$ cat src/rtl/operand_fetch.sv
`default_nettype none
// ============================================================================
//  Module   : operand_fetch
//  Purpose  : Operand-fetch stage sitting behind a 32x32 register file with
//             1-cycle synchronous read and no write-through. Drives the
//             regfile read addresses from decode, forwards writebacks that
//             the regfile read misses, holds operands while execute stalls
//             (keeping them coherent with later writebacks) and carries an
//             opaque payload alongside.
//  Ports    : clk, rst_n (sync, active low)
//             inValid/inReady/inRs1/inRs2/inPayload   - decode side
//             rdAddrA/rdAddrB/rdDataA/rdDataB         - regfile read ports
//             write/wrAddr/wrData                     - writeback snoop
//             flush                                   - pipeline flush
//             outValid/outReady/opA/opB/outPayload    - execute side
//  Revision : 1.0 - initial release
// ============================================================================
module operand_fetch #(
    parameter int XLEN      = 32,
    parameter int PAYLOAD_W = 64
) (
    input  logic                 clk,
    input  logic                 rst_n,
    input  logic                 inValid,
    output logic                 inReady,
    input  logic [4:0]           inRs1,
    input  logic [4:0]           inRs2,
    input  logic [PAYLOAD_W-1:0] inPayload,
    output logic [4:0]           rdAddrA,
    output logic [4:0]           rdAddrB,
    input  logic [XLEN-1:0]      rdDataA,
    input  logic [XLEN-1:0]      rdDataB,
    input  logic                 write,
    input  logic [4:0]           wrAddr,
    input  logic [XLEN-1:0]      wrData,
    input  logic                 flush,
    output logic                 outValid,
    input  logic                 outReady,
    output logic [XLEN-1:0]      opA,
    output logic [XLEN-1:0]      opB,
    output logic [PAYLOAD_W-1:0] outPayload
);

    typedef enum logic [1:0] {
        S_EMPTY = 2'd0,
        S_FRESH = 2'd1,
        S_HELD  = 2'd2
    } state_t;

    state_t                 state_q, state_d;
    logic [4:0]             rs1_q, rs1_d, rs2_q, rs2_d;
    logic [PAYLOAD_W-1:0]   payload_q, payload_d;
    logic                   fwdA_q, fwdA_d, fwdB_q, fwdB_d;
    logic [XLEN-1:0]        fwdDataA_q, fwdDataA_d, fwdDataB_q, fwdDataB_d;
    logic [XLEN-1:0]        heldA_q, heldA_d, heldB_q, heldB_d;

    logic                   w_eff;
    logic                   w_accept;
    logic [XLEN-1:0]        w_curA, w_curB;

    // The regfile samples these every edge; only accept edges are consumed.
    assign rdAddrA    = inRs1;
    assign rdAddrB    = inRs2;

    assign w_eff      = write && (wrAddr != 5'd0);
    assign inReady    = (state_q == S_EMPTY) || outReady;
    assign w_accept   = inValid && inReady;

    assign outValid   = (state_q != S_EMPTY);
    assign opA        = w_curA;
    assign opB        = w_curB;
    assign outPayload = payload_q;

    // Current operand values. In FRESH the regfile output is only correct if
    // no write to the same index landed on the accept edge (the regfile
    // returns pre-write data), hence the captured forward path.
    always_comb begin
        w_curA = '0;
        w_curB = '0;
        case (state_q)
            S_FRESH: begin
                w_curA = (rs1_q == 5'd0) ? '0 : (fwdA_q ? fwdDataA_q : rdDataA);
                w_curB = (rs2_q == 5'd0) ? '0 : (fwdB_q ? fwdDataB_q : rdDataB);
            end
            S_HELD: begin
                w_curA = heldA_q;
                w_curB = heldB_q;
            end
            default: begin
                w_curA = '0;
                w_curB = '0;
            end
        endcase
    end

    always_comb begin
        state_d    = state_q;
        rs1_d      = rs1_q;
        rs2_d      = rs2_q;
        payload_d  = payload_q;
        fwdA_d     = fwdA_q;
        fwdB_d     = fwdB_q;
        fwdDataA_d = fwdDataA_q;
        fwdDataB_d = fwdDataB_q;
        heldA_d    = heldA_q;
        heldB_d    = heldB_q;

        if (flush) begin
            state_d = S_EMPTY;
        end else if (w_accept) begin
            // Covers both an accept into EMPTY and a handoff+accept.
            state_d    = S_FRESH;
            rs1_d      = inRs1;
            rs2_d      = inRs2;
            payload_d  = inPayload;
            fwdA_d     = w_eff && (wrAddr == inRs1);
            fwdB_d     = w_eff && (wrAddr == inRs2);
            fwdDataA_d = wrData;
            fwdDataB_d = wrData;
        end else if (state_q != S_EMPTY) begin
            if (outReady) begin
                state_d = S_EMPTY;
            end else begin
                // Stall: latch what is visible now, unless a writeback to the
                // same register lands on this edge - the later write wins.
                state_d = S_HELD;
                heldA_d = (w_eff && (wrAddr == rs1_q) && (rs1_q != 5'd0)) ? wrData : w_curA;
                heldB_d = (w_eff && (wrAddr == rs2_q) && (rs2_q != 5'd0)) ? wrData : w_curB;
            end
        end
    end

    always_ff @(posedge clk) begin
        if (!rst_n) begin
            state_q    <= S_EMPTY;
            rs1_q      <= '0;
            rs2_q      <= '0;
            payload_q  <= '0;
            fwdA_q     <= 1'b0;
            fwdB_q     <= 1'b0;
            fwdDataA_q <= '0;
            fwdDataB_q <= '0;
            heldA_q    <= '0;
            heldB_q    <= '0;
        end else begin
            state_q    <= state_d;
            rs1_q      <= rs1_d;
            rs2_q      <= rs2_d;
            payload_q  <= payload_d;
            fwdA_q     <= fwdA_d;
            fwdB_q     <= fwdB_d;
            fwdDataA_q <= fwdDataA_d;
            fwdDataB_q <= fwdDataB_d;
            heldA_q    <= heldA_d;
            heldB_q    <= heldB_d;
        end
    end

endmodule
`default_nettype wire

$ cat config.mk
export PLATFORM = sky130hd
export DESIGN_NAME = operand_fetch
export DESIGN_NICKNAME = d
export VERILOG_FILES = /design/src/rtl/operand_fetch.sv
export SDC_FILE = /design/constraint.sdc
export NUM_CORES = 1
export LEC_CHECK = 0
export ABC_AREA = 1
export ABC_CLOCK_PERIOD_IN_PS = 3300
export CORE_UTILIZATION = 40
export CTS_CLUSTER_DIAMETER = 120
export DETAILED_ROUTE_END_ITERATION = 16
export PLACE_DENSITY = 0.72
export SLEW_MARGIN = 20
export SYNTH_ARGS = -nofsm -noshare
export SYNTH_HDL_FRONTEND = slang
export SYNTH_SLANG_ARGS = --single-unit
$ cat constraint.sdc
create_clock -name clk -period 3.3 [get_ports clk]
set_input_delay 0.825 -clock clk [delete_from_list [all_inputs] [get_ports clk]]
set_output_delay 0.825 -clock clk [all_outputs]
set_load 0.01 [all_outputs]
# [Word level (Yosys, flattened, before mapping)]
# Index checks and enable logic that the tools add are counted.
[word_totals] word_cells=52 inputBits=181 regBits=174 output_inout_bits=140
[classes] n_eq_ne=6 n_bitwise=4 n_reduce_logical=21 mux=11
[ops] operator="$mux W32" n=6
[ops] operator="$pmux W32 S2" n=2
[ops] operator="$eq A5 B5 Y1" n=4
[ops] operator="$reduce_bool A5 Y1" n=3
[ops] operator="$logic_not A5 Y1" n=2
[ops] operator="$logic_and A1 B1 Y1" n=8
[ops] operator="$not A1 Y1" n=4
[ops] operator="$reduce_and A4 Y1" n=1
[ops] operator="$reduce_bool A2 Y1" n=2
[ops] operator="$reduce_or A3 Y1" n=1
[ops] operator="$eq A2 B1 Y1 const B" n=1
[ops] operator="$eq A2 B2 Y1 const B" n=1
[ops] operator="$logic_not A2 Y1" n=1
[ops] operator="$mux W1" n=2
[ops] operator="$mux W2" n=1
[ops] operator="$reduce_and A2 Y1" n=1
[ops] operator="$reduce_or A2 Y1" n=1
[ops] operator="$logic_or A1 B1 Y1" n=1

# [Logic depth before layout (Yosys ltp)]
# Gate-level depths: netlist (run 1).
[logic_depth] word_depth=5 depth_mapped=13 depth_no_buf=11

# [Worst setup path after synthesis (run 1)]
# No wires, ideal clock.
[synth_timing] path_type="reg2out" from="register state_q[0]" to="output port opA[16]" stages_incl_launch_ff=6 n_path_buf=1 required_ps=2475 path_slack_ps=1112 t_arrival_ps=1363 path_cell_list="dfxtp_1 inv_1 ha_1 inv_2 buf_1 a21oi_1"
[synth_between] elab_chain_cells=2 word_cells_on_any_way=3 classes_between="eq/ne (2); mux (1)"
[synth_rtl] item="from (decl)" line_no="50" text="state_t state_q, state_d;"
[synth_rtl] item="from (signal assigned)" line_no="146" text="state_q <= state_d;"
[synth_rtl] item="$eq A2 B2 Y1 or $eq A2 B1 Y1 (tied branches)" line_no="80" text="case (state_q)"
[synth_rtl] item="$pmux W32 S2 (*)" line_no="80"
[synth_rtl] item="to (decl)" line_no="39" text="output logic [XLEN-1:0] opA,"
# Every way passes the cells marked *; elsewhere a longest branch is shown, timed or not.

# [Worst setup path after layout (run 1)]
[layout_timing] from="register state_q[1]" to="output port opA[8]"
# Same word-level chain as after synthesis.

==> summary.md, run 1 <==
| Metric | Value |
|---|---|
| Post-Place Cells | approximately 2,100 |
| Crit Path Max Fanout | 16 |
| Synth warn | 0 |
| Initial antenna violation count | 0 |
| Clock buffer depth | 2 |
| Final hold vios | 0 |
| DP HPWL | 23,780 um |
| Largest area contributor in the netlist | dfxtp_1 |
| Clk sink count | 174 |
| Overall power | 5.287 mW |
| Die X | 159.5 um |
| Largest net degree at the start of global routing | 100 |
| Vias in the first global route | approximately 11,000 |
| Critical path launch point type | flop |
| Iter 0 DRT Violations | 931 |
| Drt pass-1 iters | 6 |
| Max VDD drop | 0.2941 mV |
| Post-Route Skew | 17.64 ps |
| XOR/XNOR share of the synthesized area | 1.211% |
| Hold_ws | 461.0 ps |
| Setup TNS | 0 ps |
| Largest cells by area after synthesis | dfxtp_1, nand2_1, nand3_1, nor2_1, a21oi_1 |
| Number of cells on the worst hold path | 2 |
| Mux cell area share after synthesis | 0% |
| Syn Std Cell Area | 9918 sq um |
| CORE AREA | 24,320 sq um |
| Leak | 5.715 nW |
| First-pass GRT wire length | roughly 57,000 um |
| Area grow syn2layout | 40.75% |
| Outcome | finished, final reports clean |
| Crit path DAT | 2380 ps |
| R2R cell count | 10 |
| Area fraction in compound gates after synthesis | between 10% and 20% |
| Site Rows | 57 |
| Overall routed net length | 37,460 um |
| Worst Setup End Kind | primary output |
| Drt via density | approximately 5.3 |
| Mapped Cells | 1,562 |
| Largest family of logic cells by synthesized area | simple AND/OR/NAND/NOR gates |
| Max Clock Freq | 311.9 MHz |
| Avg Cell Area, Syn | ~6.3 sq um |
| # nets final | 1,986 |
| Starting density of the core | 40.78% |
| WL/cell | approximately 18 um |
| Count of cell types in the netlist | 27 |
| Number of synthesized register bits | 174 |
| Final setup viols | 0 |
| Number of fill cells in the layout | 2,317 |
| Antenna Cells | 0 |
| TritonCTS clock tree | built |
| Setup repair bufs after CTS | 0 |
| Origin of the worst min-delay path | outPayload[23] |
| Number of buffers created by CTS | 17 |
| Die height | 159.5 um |
| Max cap viols | 0 |
| Final period util | 97.15% |
| Syn Nets | 1,746 |
| Power per cell area | 378.7 nW/um^2 |
| Slew @ Worst Pin | 540.0 ps |
| Routed via count | 11,342 |
| Met2 routed WL | 17,710 um |
| RD Place Congestion | 0.9502 |
| Post-Synth Simple-Gate Area | 37.87% |
| Final Max Tran Viols | 0 |
| Final non-filler cell total | 2,139 |
| Worst r2r src | rs2_q[2] |
| Clock-pin slew on the worst setup and hold paths | 70 ps |
| Metal3 WL | 3574 um |
| Clock root buffer | clkbuf_16 |
| DIE AREA | 25,430 sq um |
| Critical path class | reg2out |
| Gr usage total | between 20% and 30% |
| Final ANT Viol Nets | 0 |
| Sequential area share after synthesis | 35.12% |
| Setup crit start | state_q[1] |
| Post-route cell area | 13,960 sq um |
| Worst Path Required | 2470 ps |
| Max-slew headroom | 64.00% |
| Final min period | 3206 ps |
| Post-place instance area | between 10,000 and 15,000 sq um |
| Skew-Pair Late Insertion Delay | 440 ps |
| Remaining DRCs | 0 |
| CTS H-tree depth | 4 |
| Min-Delay Path Class | reg2reg |
| PortBufs | 320 |
| Layout cells sized above 1 | 8.375% |
| M1 WL | 15,300 um |
| Boundary Pins | roughly 320 |
| Congestion Overflow GR | 0 |
| Adder-cell area share of the yosys netlist | 0.3785% |
| Synth top area share | between 30% and 40% |
| DR top layer | met4 |
[sequential cells by signal, indices dropped and copies added, names as in the netlist]
signal and count:
fwdA_q 1, heldB_q 32, rs2_q 5, rs1_q 5, heldA_q 32, fwdB_q 1, state_q 2, fwdDataB_q 32
outPayload 64
[routing by layer]
metal / up-vias / GRT usage, %
li1: 5481 / -
met4: 0 / 10.01
met2: 572 / 47.18
met3: 65 / 7.189
met1: 5224 / 35.22
met5: - / 0
[cells by family (layout without fill, tap and decap cells)]
logic type / count (synthesis) / count (layout)
AOI/OAI and AO/OA: 247 / 247
and+or+nand+nor: 899 / 899
adders and majority gates: 3 / 3
xor gates and xnor gates: 12 / 12
buffers and inverters: 227 / 480
DFF: 174 / 174
[synth_stat cells, drive strengths merged]
cell    number
nand4        1
nand3      232
clkbuf      39
nand2      389
inv         91
a21oi      174
nor2       272
xor2        10
o21ai       73
xnor2        2
ha           3
nor3         5
buf         97
dfxtp      174
[final timing paths]
| kind | to | slack (ps) |
|---|---|---|
| hold / removal | outPayload[23] | 460 |
| setup / recovery | opA[8] | 90 |
| setup reg to reg | heldB_q[10] | 1100 |
| hold reg to reg | outPayload[23] | 460 |
[final cells by class]
| type | instances | area (sq um) | share of cell area (%) |
|---|---|---|---|
| well taps | 324 | 405.4 | 2.904 |
| flip-flops and latches | 174 | 3483 | 24.95 |
| repair buffers | 357 | 3719 | 26.64 |
| clock inverters | 15 | 190.2 | 1.362 |
| clock buffers | 17 | 425.4 | 3.047 |
| inverters | 91 | 346.6 | 2.483 |
| multi-input cells | 1161 | 5390 | 38.61 |
[placed cells by master, fill, tap and decap left out, types with 2 or more instances in the layout]
cell,synthesis,layout
nand2_1,385,384
clkdlybuf4s50_1,0,300
nor2_1,267,266
nand3_1,229,229
dfxtp_1,174,174
a21oi_1,126,120
inv_1,82,82
o21ai_0,71,71
a21oi_2,48,53
buf_4,28,23
clkbuf_16,0,19
dlymetal6s2s_1,0,18
buf_12,0,11
xor2_1,10,10
inv_2,9,6
nor3_1,5,5
nor2_4,3,4
clkinv_4,0,4
clkinv_8,0,4
nand3_2,3,3
nand2_4,2,3
inv_8,0,3
inv_6,0,3
clkinv_2,0,2
o21ai_1,2,2
xnor2_2,2,2
nand2_2,2,2
[worst max-delay path, cell delays in order, from the launching register on]
cell and delay (ps):
dfxtp_1 330, inv_1 120, ha_4 240, clkbuf_16 220, o21ai_0 120, nor2_1 120, nand2_1 70, a21oi_2 150
clkdlybuf4s50_1 590
[through the flow]
| stage | setup WS [ps] | utilization (%) |
|---|---|---|
| final | 93.98 | 57.40 |
| after global placement | 36.26 | 54.19 |
| after floorplan | 1112 | - |
| after detailed placement | 70.03 | 54.19 |
| after global routing | -2.544 | 57.40 |
| after CTS | -41.91 | 56.85 |
[timing repair]
action / in CTS / in global routing
pin swaps: 0 / 3
hold buffers: 0 / 0
gates resized for setup: 1 / 28
endpoints found under the setup margin: 2 / 58
cloned: 1 / 2
[report_power, final]
group / leakage, nW / internal [mW] / switching [mW] / total (mW)
clock: 0.299 / 1.09 / 1.01 / 2.11
combinational: 4.00 / 0.432 / 0.510 / 0.942
sequential: 1.42 / 2.18 / 0.0526 / 2.24
Power figures use the tool's default switching activity.
==> inputs of run 2 (changes only) <==
--- a/config.mk
+++ b/config.mk
@@ -7,10 +7,11 @@
 export LEC_CHECK = 0
 export ABC_AREA = 1
 export ABC_CLOCK_PERIOD_IN_PS = 3300
-export CORE_UTILIZATION = 40
+export CORE_UTILIZATION = 51
 export CTS_CLUSTER_DIAMETER = 120
 export DETAILED_ROUTE_END_ITERATION = 16
-export PLACE_DENSITY = 0.72
+export PLACE_DENSITY = 0.88
+export RECOVER_POWER = 100
 export SLEW_MARGIN = 20
 export SYNTH_ARGS = -nofsm -noshare
 export SYNTH_HDL_FRONTEND = slang
==> summary.md, run 2 (synthesis gave the netlist of run 1 again) <==
| Metric | Value |
|---|---|
| Drt via density | 5.670 (+6.9%) |
| Final period util | 98.51% (+1.4 points) |
| Overall power | 5.299 mW (+0.22%) |
| WL/cell | 17.41 um (-0.58%) |
| First-pass GRT wire length | 55,830 um (-2.0%) |
| Post-Route Skew | 12.24 ps (-5.404 ps) |
| Post-Place Cells | 2,039 (-3.1%) |
| Drt pass-1 iters | 9 (+3) |
| Clock root buffer | clkbuf_16 |
| Crit path DAT | 2430 ps (+50 ps) |
| Clock-pin slew on the worst setup and hold paths | 70 ps (about the same) |
| Leak | 5.559 nW (-2.7%) |
| DP Worst Slack | 54.01 ps (-16.02 ps) |
| Most frequent cells in the layout | nand2_1, nor2_1, clkdlybuf4s50_1 |
| Worst Path Required | 2470 ps (about the same) |
| Hold_buf cts | 0 (unchanged) |
| Critical path class | in2out |
| DP HPWL | 23,790 um (about the same) |
| Kind of cell adding the most delay to the critical path | buffers and inverters |
| Crit path largest cell delay | 620 ps (+30 ps) |
| Overall routed net length | 36,120 um (-3.6%) |
| Final ANT Viol Nets | 0 (unchanged) |
| Starting density of the core | 52.50% (+12 points) |
| Final hold vios | 0 (unchanged) |
| Site Rows | 50 (-12%) |
| Slew @ Worst Pin | 1221 ps (+680.7 ps) |
| Crit Path Max Fanout | 3 (-13) |
| Setup crit start | outReady |
| Slowest cell on crit path | dlygate4sd3_1 |
| Outcome | finished, final reports clean |
| Origin of the worst min-delay path | outPayload[35] |
| Power per cell area | 387.3 nW/um^2 (+2.3%) |
| Final non-filler cell total | 2,074 (-3.0%) |
| CORE AREA | 18,890 sq um (-22%) |
| Final Worst Setup Slack | 49.09 ps (-44.89 ps) |
| PortBufs | 320 (unchanged) |
| Area grow syn2layout | 37.93% |
| RSZ-0062 raised after global routing | false |
| Iter 0 DRT Violations | 1,181 (+27%) |
| Remaining DRCs | 0 (unchanged) |
| DIE AREA | 20,010 sq um (-21%) |
| Buf/Inv on CP | 3 (unchanged) |
| Worst Setup End Kind | primary output |
| Setup TNS | 0 ps (unchanged) |
| Boundary Pins | 321 (unchanged) |
| Worst r2r src | state_q[0] |
| CP cell instances | dlygate4sd3_1 -> nor2_1 -> inv_2 -> dlygate4sd3_1 |
| Die height | 141.5 um (-11%) |
| Clk sink count | 174 (unchanged) |
| Max Clock Freq | 307.6 MHz (-1.4%) |
| Gr usage total | 35.21% (+6.9 points) |
| # nets final | 1,984 (-0.10%) |
| Min-Delay Path Class | reg2reg |
| TritonCTS clock tree | built |
| Commonest non-fill, non-tap cell in the layout | nand2_1 |
| Max cap viols | 0 (unchanged) |
| Max reg flops | 64 (unchanged) |
| Layout cells sized above 1 | 7.115% (-1.3 points) |
| Final setup viols | 0 (unchanged) |
| Clock buffer depth | 2 (unchanged) |
| Critical path launch point type | input pin |
| RD Place Congestion | 0.9536 (+0.36%) |
| Final Max Tran Viols | 0 (unchanged) |
| Most numerous cell on the critical path | dlygate4sd3_1 |
| Congestion Overflow GR | 0 (unchanged) |
| Final min period | 3251 ps (+44.89 ps) |
| Max-slew headroom | 18.62% (-45 points) |
| Die X | 141.5 um (-11%) |
| Routed via count | 11,760 (+3.7%) |
| CTS H-tree depth | 4 (unchanged) |
| Post-route cell area | 13,680 sq um (-2.0%) |
| Number of buffers created by CTS | 17 (unchanged) |
| Max VDD drop | 0.3688 mV (+25%) |
| Post-place instance area | 13,140 sq um (-0.28%) |
| Largest net degree at the start of global routing | 100 (unchanged) |
| Vias in the first global route | 11,130 (+5.2%) |
| Initial antenna violation count | 1 (+1) |
| Skew-Pair Late Insertion Delay | 440 ps (about the same) |
-- run 2: layout make-up --
cell class,instances,area (sq um)
antenna,1,2.502
clock buffer,17,425.4
clock inverter,15,200.2
fill,1575,5213
inverter,91,345.3
multi-input combinational,1161,5294
sequential,174,3483
tap,260,325.3
timing repair buffer,355,3605
-- run 2: path summary, 6_finish.rpt --
kind / to / slack [ps] / cells after the start
worst max-delay path: inReady / 50 / 4
worst min-delay path: outPayload[35] / 460 / 2
worst max register to register: heldA_q[12] / 420 / 9
worst min register to register: outPayload[35] / 460 / 2
-- run 2: tightest hold or removal path: cells and delay by family, from the launching register on --
kind | cells | cell delay [ps]
flip-flops | 1 | 310
AND/OR/NAND/NOR | 1 | 60
AO/OA/AOI/OAI | 1 | 50
-- run 2: repair_timing --
action	4_1_cts	5_1_grt
pin swaps	0	1
hold endpoints to repair	0	0
buffers inserted	0	1
setup endpoints to repair	1	35
cloned	0	1
resized for setup	2	11
-- run 2: layer usage --
| metal | wire length, um | up-vias | GRT usage [%] |
|---|---|---|---|
| met5 | 0 | - | 0 |
| met4 | 1710 | 0 | 19.07 |
| met3 | 3982 | 138 | 8.842 |
| met2 | 17160 | 774 | 60.19 |
| met1 | 13260 | 5364 | 40.47 |
| li1 | - | 5484 | - |
-- run 2: through the flow --
stage               hold WS (ps)  util [%]
floorplan                  454.0         -
global placement           446.5     69.56
detailed placement         452.6     69.56
CTS                        463.8     72.89
global route               473.7     72.41
finish                     459.1     72.41
-- run 2: power breakdown --
group          internal [mW]  switching (mW)
registers               2.18          0.0531
clock network           1.17           0.990
logic                  0.409           0.497
==> inputs of run 3 (changes only) <==
--- a/config.mk
+++ b/config.mk
@@ -7,6 +7,7 @@
 export LEC_CHECK = 0
 export ABC_AREA = 1
 export ABC_CLOCK_PERIOD_IN_PS = 3300
+export CORE_ASPECT_RATIO = 1.25
 export CORE_UTILIZATION = 51
 export CTS_CLUSTER_DIAMETER = 120
 export DETAILED_ROUTE_END_ITERATION = 16
==> summary.md, run 3 (synthesis gave the netlist of run 1 again) <==
| Metric | Value |
|---|---|
| Hold_ws | 460.9 ps (+1.806 ps) |
| Gr usage total | 34.69% (-0.52 points) |
| CORE AREA | 18,920 sq um (+0.13%) |
| Critical path launch point type | flop |
| Congestion Overflow GR | 0 (unchanged) |
| Failing checks | max-capacitance violations, max-slew violations |
| # nets final | 1,987 (+0.15%) |
| Clock buffer depth | 2 (unchanged) |
| First-pass GRT wire length | 54,610 um (-2.2%) |
| Iter 0 DRT Violations | 1,003 (-15%) |
| Largest net degree at the start of global routing | 100 (unchanged) |
| Crit Path Max Fanout | 52 (+49) |
| Final setup viols | 0 (unchanged) |
| Clk sink count | 174 (unchanged) |
| Die X | 126.7 um (-10%) |
| Remaining DRCs | 0 (unchanged) |
| Overall routed net length | 35,750 um (-1.0%) |
| Final non-filler cell total | 2,049 (-1.2%) |
| Flop pwr share | 42.0% (-0.2 points) |
| Outcome | finished, violations left |
| Switch share | 27.89% (-1.2 points) |
| Max reg flops | 64 (unchanged) |
| Slew @ Worst Pin | 1967 ps (+746.1 ps) |
| CTS H-tree depth | 4 (unchanged) |
| Worst hold endpoint | outPayload[60] |
| Switching pwr | 1.483 mW (-3.7%) |
| Post-Place Cells | 2,013 (-1.3%) |
| Boundary Pins | 321 (unchanged) |
| PortBufs | 320 (unchanged) |
| Final ANT Viol Nets | 0 (unchanged) |
| Drt pass-1 iters | 6 (-3) |
| Crit path DAT | 2430 ps (about the same) |
| Most frequent cells in the layout | nand2_1, nor2_1, nand3_1 |
| Min-Delay Path Class | reg2reg |
| DIE AREA | 20,010 sq um (about the same) |
| DP Worst Slack | 54.92 ps (+0.9124 ps) |
| Final hold vios | 0 (unchanged) |
| Power per cell area | 382.7 nW/um^2 (-1.2%) |
| Final Max Tran Viols | 142 (+142) |
| RD Place Congestion | 0.9028 (-5.3%) |
| Vias in the first global route | 11,205 (+0.67%) |
| TritonCTS clock tree | built |
| Final period util | 98.60% (about the same) |
| DP HPWL | 22,360 um (-6.0%) |
| Worst Path Required | 2470 ps (about the same) |
| RSZ-0062 raised after global routing | true |
| Max cap viols | 2 (+2) |
| Number of buffers created by CTS | 17 (unchanged) |
| Clock Power Share | 40.7% (about the same) |
| FF-to-FF setup slack | 260 ps (-160 ps) |
| Die height | 157.9 um (+12%) |
| Final Worst Setup Slack | 46.24 ps (-2.850 ps) |
| Reg-to-reg critical path endpoint | outPayload[46] |
| Final min period | 3254 ps (+2.850 ps) |
| Internal power | 3.836 mW (+2.0%) |
| Leak | 6.347 nW (+14%) |
| Final core utilization | 73.47% (+1.1 points) |
| Origin of the worst min-delay path | outPayload[60] |
| Max Clock Freq | 307.3 MHz (about the same) |
| Setup TNS | 0 ps (unchanged) |
| Commonest non-fill, non-tap cell in the layout | nand2_1 |
| Worst Setup End Kind | primary output |
| WL/cell | 17.45 um (+0.19%) |
| Skew-Pair Late Insertion Delay | 430 ps (about the same) |
| Combinational power share | 17.3% (+0.2 points) |
| Post-place instance area | 13,120 sq um (-0.14%) |
| Routed via count | 11,645 (-0.98%) |
| Max-slew headroom | -31.12% (-50 points) |
| R2R cell count | 8 (-1) |
| Initial antenna violation count | 1 (unchanged) |
| Hold_buf cts | 0 (unchanged) |
| Area grow syn2layout | 40.13% |
| Number of cells on the worst hold path | 2 (unchanged) |
| Post-route cell area | 13,900 sq um (+1.6%) |
| Post-Route Skew | 10.25 ps (-1.991 ps) |
| Clock root buffer | clkbuf_16 |
| Critical path class | reg2out |
| Starting density of the core | 52.43% (-0.069 points) |
| Max VDD drop | 0.3234 mV (-12%) |
| Overall power | 5.319 mW (+0.39%) |
| Site Rows | 56 (+12%) |
| Drt via density | 5.683 (+0.23%) |
| Worst r2r src | state_q[0] |
| Clock-pin slew on the worst setup and hold paths | 70 ps (about the same) |
| Layout cells sized above 1 | 7.985% (+0.87 points) |
## run 3: worst max path at each step
stage                     from  endpoint  slack (ps)
floorplan           state_q[0]   opA[16]        1110
global placement    rdDataB[2]    opB[2]          20
detailed placement  rdDataB[2]    opB[2]          50
CTS                 state_q[0]   opA[17]          -2
global route        state_q[1]   opB[18]         -40
finish              state_q[0]   opA[17]          50
## run 3: timing repair
| item | in CTS | in global routing |
|---|---|---|
| setup buffers | 0 | 1 |
| resized for setup | 2 | 49 |
| cloned | 1 | 1 |
| setup endpoints to repair | 20 | 62 |
## run 3: metal layers
| metal | GRT usage (%) | vias up | share of wire (%) |
|---|---|---|---|
| li1 | - | 5484 | - |
| met1 | 38.06 | 5320 | 37 |
| met2 | 60.98 | 695 | 49 |
| met3 | 8.178 | 146 | 9.6 |
| met4 | 21.15 | 0 | 5.1 |
| met5 | 0 | - | 0 |
## run 3: area by class of cell
cell class                      count  area [sq um]
Timing Repair Buffer              358          3799
Clock inverter                     13         175.2
Multi-Input combinational cell   1161          5353
Fill cell                        1477          5020
Inverter                           91         350.3
Clock buffer                       19         442.9
Sequential cell                   174          3486
Antenna cell                        1         2.502
Tap cell                          232         290.3
## run 3: power by group through the flow
stage	combinational (mW)	clock (mW)	sequential (mW)
floorplan	0.432	0	2.29
global placement	0.894	0	2.28
detailed placement	0.908	0	2.28
CTS	0.925	2.17	2.24
global route	0.984	2.25	2.25
finish	0.918	2.16	2.24
## run 3: worst max-delay path: stages (launching register included)
cell and delay (ps):
dfxtp_2 360, inv_1 100, ha_1 320, clkinv_2 80, buf_12 190, a21oi_1 290
clkdlybuf4s50_1 590
